$ cat src/rtl/sound_sequencer_if.sv
// sound_sequencer_if: request handshake, sample-ROM and audio-controller signals of the sound sequencer.
interface sound_sequencer_if #(
    parameter int ADDR_W   = 18,
    parameter int SAMPLE_W = 6
);
    logic                req_valid;
    logic [1:0]          req_id;
    logic                req_loop;
    logic                stop;
    logic                req_ready;
    logic [ADDR_W-1:0]   rom_addr;
    logic [SAMPLE_W-1:0] rom_q;
    logic                audio_out_allowed;
    logic                write_audio_out;
    logic [31:0]         left_channel_audio_out;
    logic [31:0]         right_channel_audio_out;
    logic                busy;
    logic                done;
    logic [7:0]          overrun_cnt;

    modport master (
        output req_valid, req_id, req_loop, stop, rom_q, audio_out_allowed,
        input  req_ready, rom_addr, write_audio_out, left_channel_audio_out,
               right_channel_audio_out, busy, done, overrun_cnt
    );

    modport slave (
        input  req_valid, req_id, req_loop, stop, rom_q, audio_out_allowed,
        output req_ready, rom_addr, write_audio_out, left_channel_audio_out,
               right_channel_audio_out, busy, done, overrun_cnt
    );
endinterface

$ cat src/rtl/sound_sequencer.sv
// sound_sequencer: walks a ROM segment per sound request at one sample every DIV clocks and feeds the audio controller.
module sound_sequencer #(
    parameter int ADDR_W       = 18,
    parameter int SAMPLE_W     = 6,
    parameter int DIV          = 1200,
    parameter int WIN_START    = 0,
    parameter int WIN_END      = 16395,
    parameter int MOO_START    = 16396,
    parameter int MOO_END      = 66982,
    parameter int DETECT_START = 66983,
    parameter int DETECT_END   = 83254,
    parameter int CHEER_START  = 83255,
    parameter int CHEER_END    = 137138
) (
    input  logic             CLOCK_50,
    input  logic             resetn,
    sound_sequencer_if.slave bus
);
    localparam int TW = $clog2(DIV);
    localparam logic [TW-1:0] TICK_MAX = TW'(DIV - 1);

    typedef enum logic [1:0] {IDLE, PLAY, DRAIN} state_t;

    state_t              state_q, state_d;
    logic [ADDR_W-1:0]   addr_q, addr_d;
    logic [ADDR_W-1:0]   start_q, start_d;
    logic [ADDR_W-1:0]   end_q, end_d;
    logic                loop_q, loop_d;
    logic [TW-1:0]       tick_q, tick_d;
    logic [SAMPLE_W-1:0] sample_q, sample_d;
    logic                pending_q, pending_d;
    logic                done_q, done_d;
    logic [7:0]          ovr_q, ovr_d;

    logic accept;
    logic latch;
    logic write;
    logic last;

    function automatic logic [ADDR_W-1:0] seg_start(input logic [1:0] id);
        return id == 2'd0 ? ADDR_W'(WIN_START) : id == 2'd1 ? ADDR_W'(MOO_START) :
               id == 2'd2 ? ADDR_W'(DETECT_START) : ADDR_W'(CHEER_START);
    endfunction

    function automatic logic [ADDR_W-1:0] seg_end(input logic [1:0] id);
        return id == 2'd0 ? ADDR_W'(WIN_END) : id == 2'd1 ? ADDR_W'(MOO_END) :
               id == 2'd2 ? ADDR_W'(DETECT_END) : ADDR_W'(CHEER_END);
    endfunction

    // stop outranks a request, and a request outranks the sample latch so a restart never counts as overrun
    assign accept = bus.req_valid & ~bus.stop;
    assign latch  = state_q == PLAY && tick_q == TICK_MAX && !bus.stop && !bus.req_valid;
    assign write  = pending_q & bus.audio_out_allowed;
    assign last   = addr_q == end_q && !loop_q;

    always_ff @(posedge CLOCK_50 or negedge resetn) begin
        if (!resetn)
            state_q <= IDLE;
        else
            state_q <= state_d;
    end

    always_comb begin
        state_d = bus.stop ? IDLE :
                  accept ? PLAY :
                  (latch && last) ? DRAIN :
                  (state_q == DRAIN && !pending_q) ? IDLE : state_q;
    end

    always_comb begin
        bus.req_ready               = ~bus.stop;
        bus.rom_addr                = addr_q;
        bus.write_audio_out         = write;
        bus.left_channel_audio_out  = {sample_q, {(32 - SAMPLE_W){1'b0}}};
        bus.right_channel_audio_out = '0;
        bus.busy                    = state_q != IDLE;
        bus.done                    = done_q;
        bus.overrun_cnt             = ovr_q;
    end

    always_comb begin
        start_d   = accept ? seg_start(bus.req_id) : start_q;
        end_d     = accept ? seg_end(bus.req_id) : end_q;
        loop_d    = accept ? bus.req_loop : loop_q;
        addr_d    = accept ? seg_start(bus.req_id) :
                    !latch ? addr_q :
                    addr_q != end_q ? addr_q + 1'b1 :
                    loop_q ? start_q : addr_q;
        tick_d    = (bus.stop || accept) ? '0 :
                    state_q != PLAY ? tick_q :
                    tick_q == TICK_MAX ? '0 : tick_q + 1'b1;
        sample_d  = latch ? bus.rom_q : sample_q;
        pending_d = (bus.stop || accept) ? 1'b0 : latch ? 1'b1 : write ? 1'b0 : pending_q;
        ovr_d     = (latch && pending_q && !write && ovr_q != 8'hff) ? ovr_q + 8'd1 : ovr_q;
        done_d    = state_q == DRAIN && !pending_q && !bus.stop && !bus.req_valid;
    end

    always_ff @(posedge CLOCK_50 or negedge resetn) begin
        if (!resetn) begin
            addr_q    <= '0;
            start_q   <= '0;
            end_q     <= '0;
            loop_q    <= 1'b0;
            tick_q    <= '0;
            sample_q  <= '0;
            pending_q <= 1'b0;
            done_q    <= 1'b0;
            ovr_q     <= '0;
        end else begin
            addr_q    <= addr_d;
            start_q   <= start_d;
            end_q     <= end_d;
            loop_q    <= loop_d;
            tick_q    <= tick_d;
            sample_q  <= sample_d;
            pending_q <= pending_d;
            done_q    <= done_d;
            ovr_q     <= ovr_d;
        end
    end
endmodule

$ cat src/flat_wrapper.sv
// flat-port wrapper written by rule: the top's interface ports become plain ports
module sound_sequencer_flat 
#(
    parameter int ADDR_W       = 18,
    parameter int SAMPLE_W     = 6,
    parameter int DIV          = 1200,
    parameter int WIN_START    = 0,
    parameter int WIN_END      = 16395,
    parameter int MOO_START    = 16396,
    parameter int MOO_END      = 66982,
    parameter int DETECT_START = 66983,
    parameter int DETECT_END   = 83254,
    parameter int CHEER_START  = 83255,
    parameter int CHEER_END    = 137138
)
  (CLOCK_50, resetn, bus_req_valid, bus_req_id, bus_req_loop, bus_stop, bus_rom_q, bus_audio_out_allowed, bus_req_ready, bus_rom_addr, bus_write_audio_out, bus_left_channel_audio_out, bus_right_channel_audio_out, bus_busy, bus_done, bus_overrun_cnt);
  sound_sequencer_if #(.ADDR_W(ADDR_W), .SAMPLE_W(SAMPLE_W)) bus_i ();
  input  logic CLOCK_50;
  input  logic resetn;
  input wire logic [$bits(bus_i.req_valid)-1:0] bus_req_valid;
  input wire logic [$bits(bus_i.req_id)-1:0] bus_req_id;
  input wire logic [$bits(bus_i.req_loop)-1:0] bus_req_loop;
  input wire logic [$bits(bus_i.stop)-1:0] bus_stop;
  input wire logic [$bits(bus_i.rom_q)-1:0] bus_rom_q;
  input wire logic [$bits(bus_i.audio_out_allowed)-1:0] bus_audio_out_allowed;
  output wire logic [$bits(bus_i.req_ready)-1:0] bus_req_ready;
  output wire logic [$bits(bus_i.rom_addr)-1:0] bus_rom_addr;
  output wire logic [$bits(bus_i.write_audio_out)-1:0] bus_write_audio_out;
  output wire logic [$bits(bus_i.left_channel_audio_out)-1:0] bus_left_channel_audio_out;
  output wire logic [$bits(bus_i.right_channel_audio_out)-1:0] bus_right_channel_audio_out;
  output wire logic [$bits(bus_i.busy)-1:0] bus_busy;
  output wire logic [$bits(bus_i.done)-1:0] bus_done;
  output wire logic [$bits(bus_i.overrun_cnt)-1:0] bus_overrun_cnt;
  assign bus_i.req_valid = bus_req_valid;
  assign bus_i.req_id = bus_req_id;
  assign bus_i.req_loop = bus_req_loop;
  assign bus_i.stop = bus_stop;
  assign bus_i.rom_q = bus_rom_q;
  assign bus_i.audio_out_allowed = bus_audio_out_allowed;
  assign bus_req_ready = bus_i.req_ready;
  assign bus_rom_addr = bus_i.rom_addr;
  assign bus_write_audio_out = bus_i.write_audio_out;
  assign bus_left_channel_audio_out = bus_i.left_channel_audio_out;
  assign bus_right_channel_audio_out = bus_i.right_channel_audio_out;
  assign bus_busy = bus_i.busy;
  assign bus_done = bus_i.done;
  assign bus_overrun_cnt = bus_i.overrun_cnt;
  sound_sequencer #(.ADDR_W(ADDR_W), .SAMPLE_W(SAMPLE_W), .DIV(DIV), .WIN_START(WIN_START), .WIN_END(WIN_END), .MOO_START(MOO_START), .MOO_END(MOO_END), .DETECT_START(DETECT_START), .DETECT_END(DETECT_END), .CHEER_START(CHEER_START), .CHEER_END(CHEER_END)) u_core (.CLOCK_50(CLOCK_50), .resetn(resetn), .bus(bus_i));
endmodule
$ cat config.mk
export PLATFORM = sky130hd
export DESIGN_NAME = sound_sequencer_flat
export DESIGN_NICKNAME = d
export VERILOG_FILES = /design/src/rtl/sound_sequencer_if.sv /design/src/rtl/sound_sequencer.sv /design/src/flat_wrapper.sv
export SDC_FILE = /design/constraint.sdc
export NUM_CORES = 1
export LEC_CHECK = 0
export ABC_AREA = 1
export BUFFER_PORTS_ARGS = -buffer_cell sky130_fd_sc_hd__buf_2
export CAP_MARGIN = 25
export CORE_ASPECT_RATIO = 1.1
export CORE_UTILIZATION = 45
export DETAILED_ROUTE_END_ITERATION = 10
export PLACE_DENSITY = 0.7
export SYNTH_ARGS = -nofsm -noshare
export SYNTH_HDL_FRONTEND = slang
export SYNTH_SLANG_ARGS = --single-unit
$ cat constraint.sdc
create_clock -name CLOCK_50 -period 2.3 [get_ports CLOCK_50]
set_input_delay 0.23 -clock CLOCK_50 [delete_from_list [all_inputs] [get_ports CLOCK_50]]
set_output_delay 0.23 -clock CLOCK_50 [all_outputs]
set_load 0.02 [all_outputs]
==> results of run 1 <==
-- per-stage QoR --
stage | std cells | area (um^2)
after global routing | 717 | 4360
final | 717 | 4360
after detailed placement | 696 | 4086
after floorplan | 597 | 4124
after global placement | 696 | 4086
after CTS | 713 | 4330
-- layout by cell type (no fill, tap or decap), types with 13 or more instances in the layout --
master   Yosys  routed
nor3_1      13      13
buf_2        2      49
conb_1       1      58
o21ai_0     17      17
nand2_1    168     168
inv_1       44      44
nand3_1     53      53
xor2_1      15      15
dfrtp_1     58      58
nor2_1      43      43
-- repair_timing --
item	in CTS	in global routing
endpoints found under the hold margin	7	0
hold buffers	1	0
gates resized for setup	0	0
setup endpoints to repair	0	18
buffers inserted	0	4
-- sequential cells by signal, indices dropped and copies added (netlist names) --
| signal | flops |
|---|---|
| u_core.end_q | 8 |
| u_core.sample_q | 6 |
| u_core.bus.overrun_cnt | 8 |
| u_core.bus.done | 1 |
| u_core.state_q | 2 |
| u_core.bus.rom_addr | 18 |
| u_core.tick_q | 11 |
| u_core.loop_q | 1 |
| u_core.pending_q | 1 |
| u_core.start_q | 2 |
-- worst max-delay path: stages (launching register included) --
cell      delay [ns]
dfrtp_1         0.35
ha_1            0.19
nand2_1         0.08
nor2_1          0.32
nand3_2         0.28
nor2_2          0.28
nand4_1         0.19
clkinv_1        0.11
nand2_1         0.05
nand2_1         0.05
nand2_1         0.05
-- power groups by stage --
stage               combinational (W)  sequential (W)  clock (W)
detailed placement           0.000646         0.00122          0
CTS                          0.000651         0.00120    0.00115
global placement             0.000642         0.00122          0
finish                       0.000652         0.00120    0.00112
global route                 0.000735         0.00122    0.00119
floorplan                    0.000485         0.00126          0
-- logic make-up (layout without fill, tap and decap cells) --
family	count (synthesis)	in the layout	synth area share, %
simple gates	302	302	33.28
fa+ha+maj	9	9	2.880
compound gates	30	30	4.512
other cells	1	58	0.09591
mux	1	1	0.2880
xor+xnor	20	20	4.480
flops	58	58	37.12
buf+inv	119	128	17.34
-- per-layer routing --
layer / vias to the layer above / routed length [um] / global-route usage, %
met5: - / 0 / 0
met4: 0 / 204 / 9.890
met3: 18 / 455 / 3.058
met2: 104 / 4297 / 32.81
met1: 1587 / 3941 / 27.37
li1: 1718 / - / -
-- area by class of cell --
class | count | area (um^2)
Tap cell | 111 | 138.9
Fill cell | 846 | 4048
Multi-Input combinational cell | 420 | 1994
Timing Repair Buffer | 61 | 350.3
Clock buffer | 11 | 131.4
Inverter | 51 | 191.4
Clock inverter | 5 | 102.6
Sequential cell | 58 | 1451
-- worst min path at each step --
stage,slack [ns],end,cells past startpoint
after floorplan,-0.07,u_core.bus.done,0
after global placement,0.09,u_core.sample_q[3],1
after detailed placement,0.09,u_core.sample_q[3],1
after CTS,0.08,u_core.sample_q[4],3
after global routing,0.1,u_core.sample_q[2],3
final,0.08,u_core.sample_q[2],3
==> summary.md, run 1 <==
| Metric | Value |
|---|---|
| PD cells | 683.4 mW/mm^2 |
| Grt ovf | 0 |
| RSZ-0062 raised after global routing | false |
| CP Capture Point | u_core.bus.overrun_cnt[7] |
| Worst flop-to-flop path endpoint | u_core.bus.overrun_cnt[7] |
| Initial core utilization | 46.50% |
| Num Clock Sinks | 58 |
| Shortest period the worst path allows | 2.035 ns |
| Setup TNS | 0 ns |
| Diode count | 0 |
| Post-Route WL | 8.899 mm |
| Layout area overhead | 11.52% |
| Seq/Total Area, Yosys | 37.12% |
| Synth cell types | 37 |
| Vias in the first global route | 3089 |
| DRT Pass-1 Iters | 5 |
| Final GP Congestion | 0.9731 |
| Dominant cells by area after synthesis | dfrtp_1, nand2_1, buf_4 |
| Pre-CTS WS | 0.1873 ns |
| Crit. End Element | register |
| Achievable frequency | 491.4 MHz |
| Cell taking the most area after synthesis | dfrtp_1 |
| Final antenna-violating net count | 0 |
| Pleak | 2.344 nW |
| Count leader, synth | nand2_1 |
| Max Transition Viols Final | 0 |
| Remaining DRCs | 0 |
| Post-route total power | 0.002980 W |
| Worst VDD drop | 0.4849 mV |
| Clock slew at reported path FFs | 0.08 ns |
| Combinational share of power | 21.9% |
| Die Width | 90.88 um |
| CTS Buf Count | 9 |
| Clock power frac | 37.7% |
| Post-route worst setup slack | 0.2648 ns |
| Pint | 0.002019 W |
| Share of cells above drive strength 1 | 15.18% |
| Via count | 3427 |
| Switching power | 0.0009608 W |
| Clock buffer depth | 2 |
| Die extent in y | 99.77 um |
| Critical path fanouts, max | 9 |
| H-tree depth | 3 |
| Nets | 624 |
| Outcome | complete, no violations |
| Mapped Cells | 540 |
| Worst hold margin | 0.08450 ns |
| Mapped cell area | 0.003910 mm^2 |
| Crit start category | register |
| Async S/R FF share, synth | 100.0% |
| Routed wire length per instance | 12.41 um |
| TritonCTS clock tree | built |
| Clk_skew | 0.01518 ns |
| Final hold vios | 0 |
| Yosys warning count | 0 |
| Final setup viols | 0 |
| R2r worst-path depth | 10 |
| Data arrival time of the worst path | 2.26 ns |
| Synth top cells by count | nand2_1, buf_4, dfrtp_1 |
| Avg Inst Size Synth | 7.241 um^2 |
| Post-DP HPWL | 6.514 mm |
| Die ar. | 0.009066 mm^2 |
| First-pass GRT wire length | 14.77 mm |
| Worst hold path type | in -> reg |
| Largest net degree at the start of global routing | 52 |
| Switching share of power | 32.24% |
| Seq pwr share | 40.4% |
| GRT Util Overall | 20.52% |
| Crit share post-route | 88.49% |
| Core ar. | 0.008408 mm^2 |
| Row count | 35 |
| Crit Path Class | reg -> reg |
| Vias per std cell | 4.780 |
| WP data required | 2.52 ns |
| RR Startpoint | u_core.tick_q[0] |
| Post-synth top area share | 37.12% |
| Initial antenna violation count | 0 |
| Hold Path Origin | bus_rom_q[2] |
| # Max-Cap Violations | 0 |
| Starting DRT DRC Count | 230 |
| R2R Setup Slk | 0.26 ns |
| I/O pins | 108 |
| Flops & latches, synth | 58 |
| Buffers on Ports | 49 |
| Worst-Skew Late Latency | 0.34 ns |
| Critical path startpoint | u_core.tick_q[0] |
| Layout Utilization | 51.86% |
| Clock Tree Root | clkbuf_8 |
| Synth Flop Type | dfrtp_1 |
| EDFF count, synth | 0 |
(Power assumes the default switching activity.)
==> run 2, diff against run 1 <==
--- a/config.mk
+++ b/config.mk
@@ -6,9 +6,10 @@
 export NUM_CORES = 1
 export LEC_CHECK = 0
 export ABC_AREA = 1
-export BUFFER_PORTS_ARGS = -buffer_cell sky130_fd_sc_hd__buf_2
+export BUFFER_PORTS_ARGS = -buffer_cell sky130_fd_sc_hd__buf_4
 export CAP_MARGIN = 25
 export CORE_ASPECT_RATIO = 1.1
+export CORE_MARGIN = 3
 export CORE_UTILIZATION = 45
 export DETAILED_ROUTE_END_ITERATION = 10
 export PLACE_DENSITY = 0.7
==> run 2 against run 1 <==
Global-route usage shrank 0.81 points. Cell area grew 1.7%. Setup slack gained 0.012 ns. Clock skew shrank 0.0090 ns. Combinational power is essentially flat. Wire length grew 7.7%. Maximum frequency grew 0.62%. Non-clock buffer count shrank 6. Cell count shrank 0.84%. Critical path type unchanged. Largest power group unchanged.
==> summary.md, run 2 (synthesized netlist as in run 1, its figures left out) <==
| Metric | Value |
|---|---|
| # fillers | 818 (-3.3%) |
| Final GP Congestion | 0.8953 (-8.0%) |
| Layout area overhead | 13.44% |
| Worst hold margin | 0.08659 ns (+0.002091 ns) |
| Final hold vios | 0 (unchanged) |
| TritonCTS clock tree | built |
| Worst VDD drop | 0.5180 mV (+6.8%) |
| Num Clock Sinks | 58 (unchanged) |
| Seq. cell area | 0.001451 mm^2 (unchanged) |
| Cts repair resizes | 0 (unchanged) |
| Die Width | 94.88 um (+4.4%) |
| Crit. End Element | register |
| H-tree depth | 3 (unchanged) |
| Max reg flops | 18 (unchanged) |
| First-pass GRT wire length | 15.38 mm (+4.2%) |
| Pre-CTS WS | 0.2730 ns (+0.08568 ns) |
| Post-CTS Setup Inserts | 0 (unchanged) |
| Routed wire length per instance | 13.48 um (+8.6%) |
| Worst slew margin | 50.12% |
| Clock buffer depth | 2 (unchanged) |
| Die ar. | 0.009845 mm^2 (+8.6%) |
| CTS Buf Count | 9 (unchanged) |
| Via count | 3508 (+2.4%) |
| Dpl cell area | 0.004182 mm^2 (+2.3%) |
| Commonest non-fill, non-tap cell in the layout | nand2_1 |
| Shortest period the worst path allows | 2.023 ns (-0.01244 ns) |
| Clock Tree Root | clkbuf_8 |
| Worst hold path type | in -> reg |
| Buffers on Ports | 49 (unchanged) |
| Clk_skew | 0.006135 ns (-0.009049 ns) |
| Vias per std cell | 4.934 (+3.2%) |
| Post-Route WL | 9.582 mm (+7.7%) |
| Data arrival time of the worst path | 2.25 ns (about the same) |
| Vias in the first global route | 3182 (+3.0%) |
| Post-DP HPWL | 6.881 mm (+5.6%) |
| Clock slew at reported path FFs | 0.06 ns (-0.02 ns) |
| Share of cells above drive strength 1 | 14.33% (-0.85 points) |
| Max Transition Viols Final | 0 (unchanged) |
| I/O pins | 108 (unchanged) |
| WP data required | 2.53 ns (about the same) |
| GRT Util Overall | 19.71% (-0.81 points) |
| RSZ-0062 raised after global routing | false |
| Outcome | complete, no violations |
| Grt ovf | 0 (unchanged) |
| Worst-Skew Late Latency | 0.34 ns (about the same) |
| Pleak | 2.333 nW (-0.44%) |
| Worst slew pin tran | 0.7482 ns |
| Crit share post-route | 87.95% (-0.54 points) |
| Starting DRT DRC Count | 186 (-19%) |
| DRT Pass-1 Iters | 5 (unchanged) |
| Largest net degree at the start of global routing | 59 (+13%) |
| Most frequent cells in the layout | nand2_1, conb_1, dfrtp_1, buf_4, nand3_1 |
| Critical path fanouts, max | 9 (unchanged) |
| Row count | 35 (unchanged) |
| Crit Path Class | reg -> reg |
| Remaining DRCs | 0 (unchanged) |
| Final antenna-violating net count | 0 (unchanged) |
| Die extent in y | 103.8 um (+4.0%) |
| Initial antenna violation count | 0 (unchanged) |
| Setup TNS | 0 ns (unchanged) |
| Crit start category | register |
| Post-route worst setup slack | 0.2773 ns (+0.01244 ns) |
| Layout Cell Area excl Fill | 0.004436 mm^2 (+1.7%) |
| Footprint of the multi-input gates | 0.001994 mm^2 (unchanged) |
| Final setup viols | 0 (unchanged) |
| Diode count | 0 (unchanged) |
| Nets | 618 (-0.96%) |
| Achievable frequency | 494.4 MHz (+0.62%) |
| # Max-Cap Violations | 0 (unchanged) |
| PD cells | 689.5 mW/mm^2 (+0.89%) |
| Layout Utilization | 52.75% (+0.89 points) |
| Core ar. | 0.008408 mm^2 (unchanged) |
| Initial core utilization | 46.50% (unchanged) |
==> run 2: critical path: stages, from the launching register on <==
cell      delay [ns]
dfrtp_1         0.35
ha_1            0.18
nand2_1         0.07
nor2_1          0.27
nand3_2         0.27
nor2_2          0.28
nand4_1         0.20
clkinv_1        0.13
nand2_1         0.06
nand2_1         0.06
nand2_1         0.05
==> run 2: report_power, final <==
| group | internal, W | switching (W) | leakage, nW |
|---|---|---|---|
| Combinational | 0.000224 | 0.000428 | 1.44 |
| Sequential | 0.00109 | 0.000133 | 0.773 |
| Clock | 0.000752 | 0.000427 | 0.121 |
==> run 2: path summary, 6_finish.rpt <==
kind | from | to | slack (ns) | cells past startpoint
worst max register to register | u_core.tick_q[1] | u_core.bus.overrun_cnt[7] | 0.28 | 10
worst min register to register | u_core.start_q[3] | u_core.start_q[3] | 0.48 | 2
worst min-delay path | bus_rom_q[2] | u_core.sample_q[2] | 0.09 | 3
min in group asynchronous | resetn | u_core.state_q[1] | 0.49 | 2
worst max-delay path | u_core.tick_q[1] | u_core.bus.overrun_cnt[7] | 0.28 | 10
max in group asynchronous | resetn | u_core.end_q[10] | 1.30 | 2
==> run 2: layer usage <==
layer | routed length, um | track usage, % | vias to the layer above
li1 | - | - | 1711
met1 | 3883 | 24.74 | 1621
met2 | 4818 | 33.10 | 154
met3 | 701 | 3.994 | 22
met4 | 178 | 7.113 | 0
met5 | 0 | 0 | -
==> run 2: timing repair <==
action | 4_1_cts | 5_1_grt
endpoints found under the hold margin | 58 | 0
hold buffers | 1 | 0
setup endpoints to repair | 0 | 0
==> run 2: metrics by stage <==
step | instances | power (W)
4_1_cts | 711 | 0.003082
2_1_floorplan | 597 | 0.001741
6_report | 711 | 0.003058
5_1_grt | 711 | 0.003222
3_3_place_gp | 694 | 0.001885
3_5_place_dp | 694 | 0.001890
==> run 2: final cells by class <==
type,count,area share (%)
multi-input combinational,420,44.96
sequential,58,32.72
timing repair buffer,55,9.365
inverter,51,4.316
clock buffer,12,3.272
tap,111,3.131
clock inverter,4,2.228
==> run 3, diff against run 2 <==
--- a/config.mk
+++ b/config.mk
@@ -5,14 +5,13 @@
 export SDC_FILE = /design/constraint.sdc
 export NUM_CORES = 1
 export LEC_CHECK = 0
-export ABC_AREA = 1
 export BUFFER_PORTS_ARGS = -buffer_cell sky130_fd_sc_hd__buf_4
 export CAP_MARGIN = 25
 export CORE_ASPECT_RATIO = 1.1
 export CORE_MARGIN = 3
 export CORE_UTILIZATION = 45
 export DETAILED_ROUTE_END_ITERATION = 10
-export PLACE_DENSITY = 0.7
+export PLACE_DENSITY = 0.71
 export SYNTH_ARGS = -nofsm -noshare
 export SYNTH_HDL_FRONTEND = slang
 export SYNTH_SLANG_ARGS = --single-unit
==> run 3 against run 2 <==
Synthesized area fell by 6.7%. Clock-buffer cell count unchanged. Cell area shrank 2.8%. Sequential cell count unchanged. Wire length decreased by 12%. Setup slack worse by 0.23 ns. Sequential share of layout area rose by 0.93 points. Non-clock buffer count grew 19. Via count down 17%. Die area down 6.3%.
==> summary.md, run 3 <==
| Metric | Value |
|---|---|
| Vias in the first global route | 2727 (-14%) |
| Largest net degree at the start of global routing | 59 (unchanged) |
| Crit Path Class | reg -> reg |
| Non-filler cells, final | 562 (-21%) |
| Yosys warning count | 0 (unchanged) |
| Diode count | 0 (unchanged) |
| Dominant cells by area after synthesis | dfrtp_1, buf_4, xnor2_1 |
| Data arrival time of the worst path | 2.47 ns (+0.22 ns) |
| Core ar. | 0.007680 mm^2 (-8.7%) |
| Compound-cell area share of the yosys netlist | 13.17% (+8.7 points) |
| Combinational share of power | 27.2% (+5.9 points) |
| Commonest non-fill, non-tap cell in the layout | buf_4 |
| I/O pins | 108 (unchanged) |
| RSZ-0062 raised after global routing | true |
| Starting DRT DRC Count | 149 (-20%) |
| Clock Tree Root | clkbuf_8 |
| Worst hold path type | in -> reg |
| Worst VDD drop | 0.4836 mV (-6.6%) |
| Switching share of power | 32.56% (+0.24 points) |
| Via count | 2912 (-17%) |
| Nets | 477 (-23%) |
| Multiplexer share of the synthesized area | 2.436% (+2.1 points) |
| H-tree depth | 3 (unchanged) |
| Cell taking the most area after synthesis | dfrtp_1 |
| Max reg flops | 18 (unchanged) |
| Vias per std cell | 5.181 (+5.0%) |
| Final GP Congestion | 0.8559 (-4.4%) |
| Layout Cell Area excl Fill | 0.004313 mm^2 (-2.8%) |
| Crit start category | register |
| Avg Inst Size Synth | 9.573 um^2 (+32%) |
| Seq pwr share | 38.8% (-1.3 points) |
| Num Clock Sinks | 58 (unchanged) |
| Clock slew at reported path FFs | 0.06 ns (about the same) |
| TritonCTS clock tree | built |
| Grt ovf | 0 (unchanged) |
| Post-synth top area share | 39.79% (+2.7 points) |
| Async S/R FF share, synth | 100.0% (unchanged) |
| Most frequent cells in the layout | buf_4, conb_1, dfrtp_1, nand2_1, xnor2_1 |
| Clk_skew | 0.007442 ns (+0.001308 ns) |
| Placed cells | 546 (-21%) |
| Initial core utilization | 47.49% (+0.99 points) |
| Layout area overhead | 18.25% |
| Worst-Skew Late Latency | 0.34 ns (about the same) |
| Switching power | 0.001034 W (+4.6%) |
| Worst hold margin | 0.1056 ns (+0.01901 ns) |
| Mapped cell area | 0.003647 mm^2 (-6.7%) |
| Pint | 0.002142 W (+3.5%) |
| WP data required | 2.52 ns (about the same) |
| Remaining DRCs | 0 (unchanged) |
| Critical path fanouts, max | 7 (-2) |
| Die extent in y | 100.4 um (-3.2%) |
| Buffers on Ports | 49 (unchanged) |
| Synth Flop Type | dfrtp_1 |
| CTS Buf Count | 9 (unchanged) |
| Initial antenna violation count | 0 (unchanged) |
| Setup TNS | 0 ns (unchanged) |
| Crit. End Element | register |
| Row count | 33 (-5.7%) |
| Clock power frac | 34.1% (-4.5 points) |
| Achievable frequency | 444.7 MHz (-10%) |
| Final antenna-violating net count | 0 (unchanged) |
| Synth cell types | 57 (+54%) |
| Fraction of the mapped netlist area in adder cells | 3.087% (+0.21 points) |
| Area share of xor/xnor cells in the synthesized design | 5.523% (+1.0 points) |
| Clock buffer depth | 2 (unchanged) |
| Shortest period the worst path allows | 2.249 ns (+0.2260 ns) |
| Worst slew pin tran | 0.7538 ns (+0.005502 ns) |
| Die Width | 91.84 um (-3.2%) |
| Mapped Cells | 381 (-29%) |
| First-pass GRT wire length | 13.48 mm (-12%) |
| Seq/Total Area, Yosys | 39.79% (+2.7 points) |
| GRT Util Overall | 18.30% (-1.4 points) |
| Post-Synth Simple-Gate Area | 22.02% (-11 points) |
| Outcome | complete, no violations |
| Share of cells above drive strength 1 | 25.16% (+11 points) |
| Main combinational cell family by area after synthesis | simple AND/OR/NAND/NOR gates |
| Max Transition Viols Final | 0 (unchanged) |
| # Max-Cap Violations | 0 (unchanged) |
| Final setup viols | 0 (unchanged) |
| Routed wire length per instance | 14.93 um (+11%) |
| Flops & latches, synth | 58 (unchanged) |
| Final hold vios | 0 (unchanged) |
| Dpl cell area | 0.004043 mm^2 (-3.3%) |
| Post-route total power | 0.003176 W (+3.8%) |
| Crit share post-route | 97.77% (+9.8 points) |
| # fillers | 694 (-15%) |
| Pleak | 2.110 nW (-9.6%) |
| Worst slew margin | 49.75% (-0.37 points) |
| Post-Route WL | 8.388 mm (-12%) |
| DRT Pass-1 Iters | 5 (unchanged) |
| PD cells | 736.3 mW/mm^2 (+6.8%) |
| Post-DP HPWL | 6.192 mm (-10%) |
| Synth top cells by count | buf_4, dfrtp_1, nand2_1 |
| EDFF count, synth | 0 (unchanged) |
| Die ar. | 0.009223 mm^2 (-6.3%) |
==> run 3: cell types whose count changed in the layout (fill, tap and decap cells not counted), moves of 15 or more <==
cell / before / now
nor2_1: 43 / 17
nand3_1: 53 / 19
buf_4: 54 / 72
nand2_1: 168 / 42
inv_1: 44 / 4
xnor2_1: 5 / 20
==> run 3: final timing paths <==
path	from	end	slack [ns]	depth (start not counted)
min in group asynchronous	resetn	u_core.sample_q[4]	0.49	2
min reg2reg	u_core.start_q[7]	u_core.start_q[7]	0.48	2
min	bus_req_loop	u_core.loop_q	0.11	3
max reg2reg	u_core.bus.rom_addr[6]	u_core.bus.rom_addr[16]	0.05	6
max	u_core.bus.rom_addr[6]	u_core.bus.rom_addr[16]	0.05	6
max in group asynchronous	resetn	u_core.bus.rom_addr[16]	1.30	2
==> run 3: cells by family (layout without fill, tap and decap cells) <==
family                     Yosys count  in the layout
adders and majority gates            9              9
other                                1             58
and+or+nand+nor                    141            141
AOI/OAI and AO/OA                   68             68
muxes                                8              8
DFF                                 58             58
xor gates and xnor gates            23             23
buffers and inverters               73             92
==> run 3: per-stage QoR <==
stage / setup slack [ns] / util (%)
6_report: 0.05126 / 56.16
5_1_grt: -0.01738 / 56.16
4_1_cts: 0.06243 / 55.75
3_5_place_dp: -0.05064 / 52.64
3_3_place_gp: 0.02146 / 52.64
2_1_floorplan: 0.009098 / -
==> run 3: what timing repair did <==
| item | CTS | global route |
|---|---|---|
| pin swaps | 0 | 0 |
| setup endpoints to repair | 8 | 15 |
| setup buffers | 0 | 1 |
| endpoints found under the hold margin | 58 | 0 |
| hold buffers | 1 | 0 |
| resized for setup | 1 | 4 |
==> run 3: per-layer routing <==
metal | up-vias | GRT usage (%) | share of wire [%]
li1 | 1376 | - | -
met1 | 1432 | 23.15 | 42
met2 | 87 | 31.07 | 51
met3 | 17 | 3.673 | 4.6
met4 | 0 | 6.743 | 2.0
met5 | - | 0 | 0
==> run 3: cell type report <==
type / instances / area, um^2 / area share [%]
clock buffers: 12 / 165.2 / 3.829
clock inverters: 2 / 60.06 / 1.393
flip-flops and latches: 58 / 1451 / 33.65
multi-input cells: 307 / 1928 / 44.71
repair buffers: 74 / 561.8 / 13.03
well taps: 105 / 131.4 / 3.046
inverters: 4 / 15.01 / 0.3481
==> run 3: worst max-delay path, cell delays in order (launching register included) <==
cell     delay (ns)
dfrtp_1        0.38
or4_4          0.54
or3b_4         0.40
nor4_4         0.24
o21a_4         0.23
nor2_2         0.07
a221o_1        0.27
==> run 3: power by group through the flow <==
| stage | clock network, W | logic, W | registers, W |
|---|---|---|---|
| 2_1_floorplan | 0 | 0.000539 | 0.00131 |
| 3_3_place_gp | 0 | 0.000841 | 0.00124 |
| 3_5_place_dp | 0 | 0.000854 | 0.00125 |
| 4_1_cts | 0.00111 | 0.000861 | 0.00123 |
| 5_1_grt | 0.00114 | 0.000932 | 0.00124 |
| 6_report | 0.00108 | 0.000862 | 0.00123 |
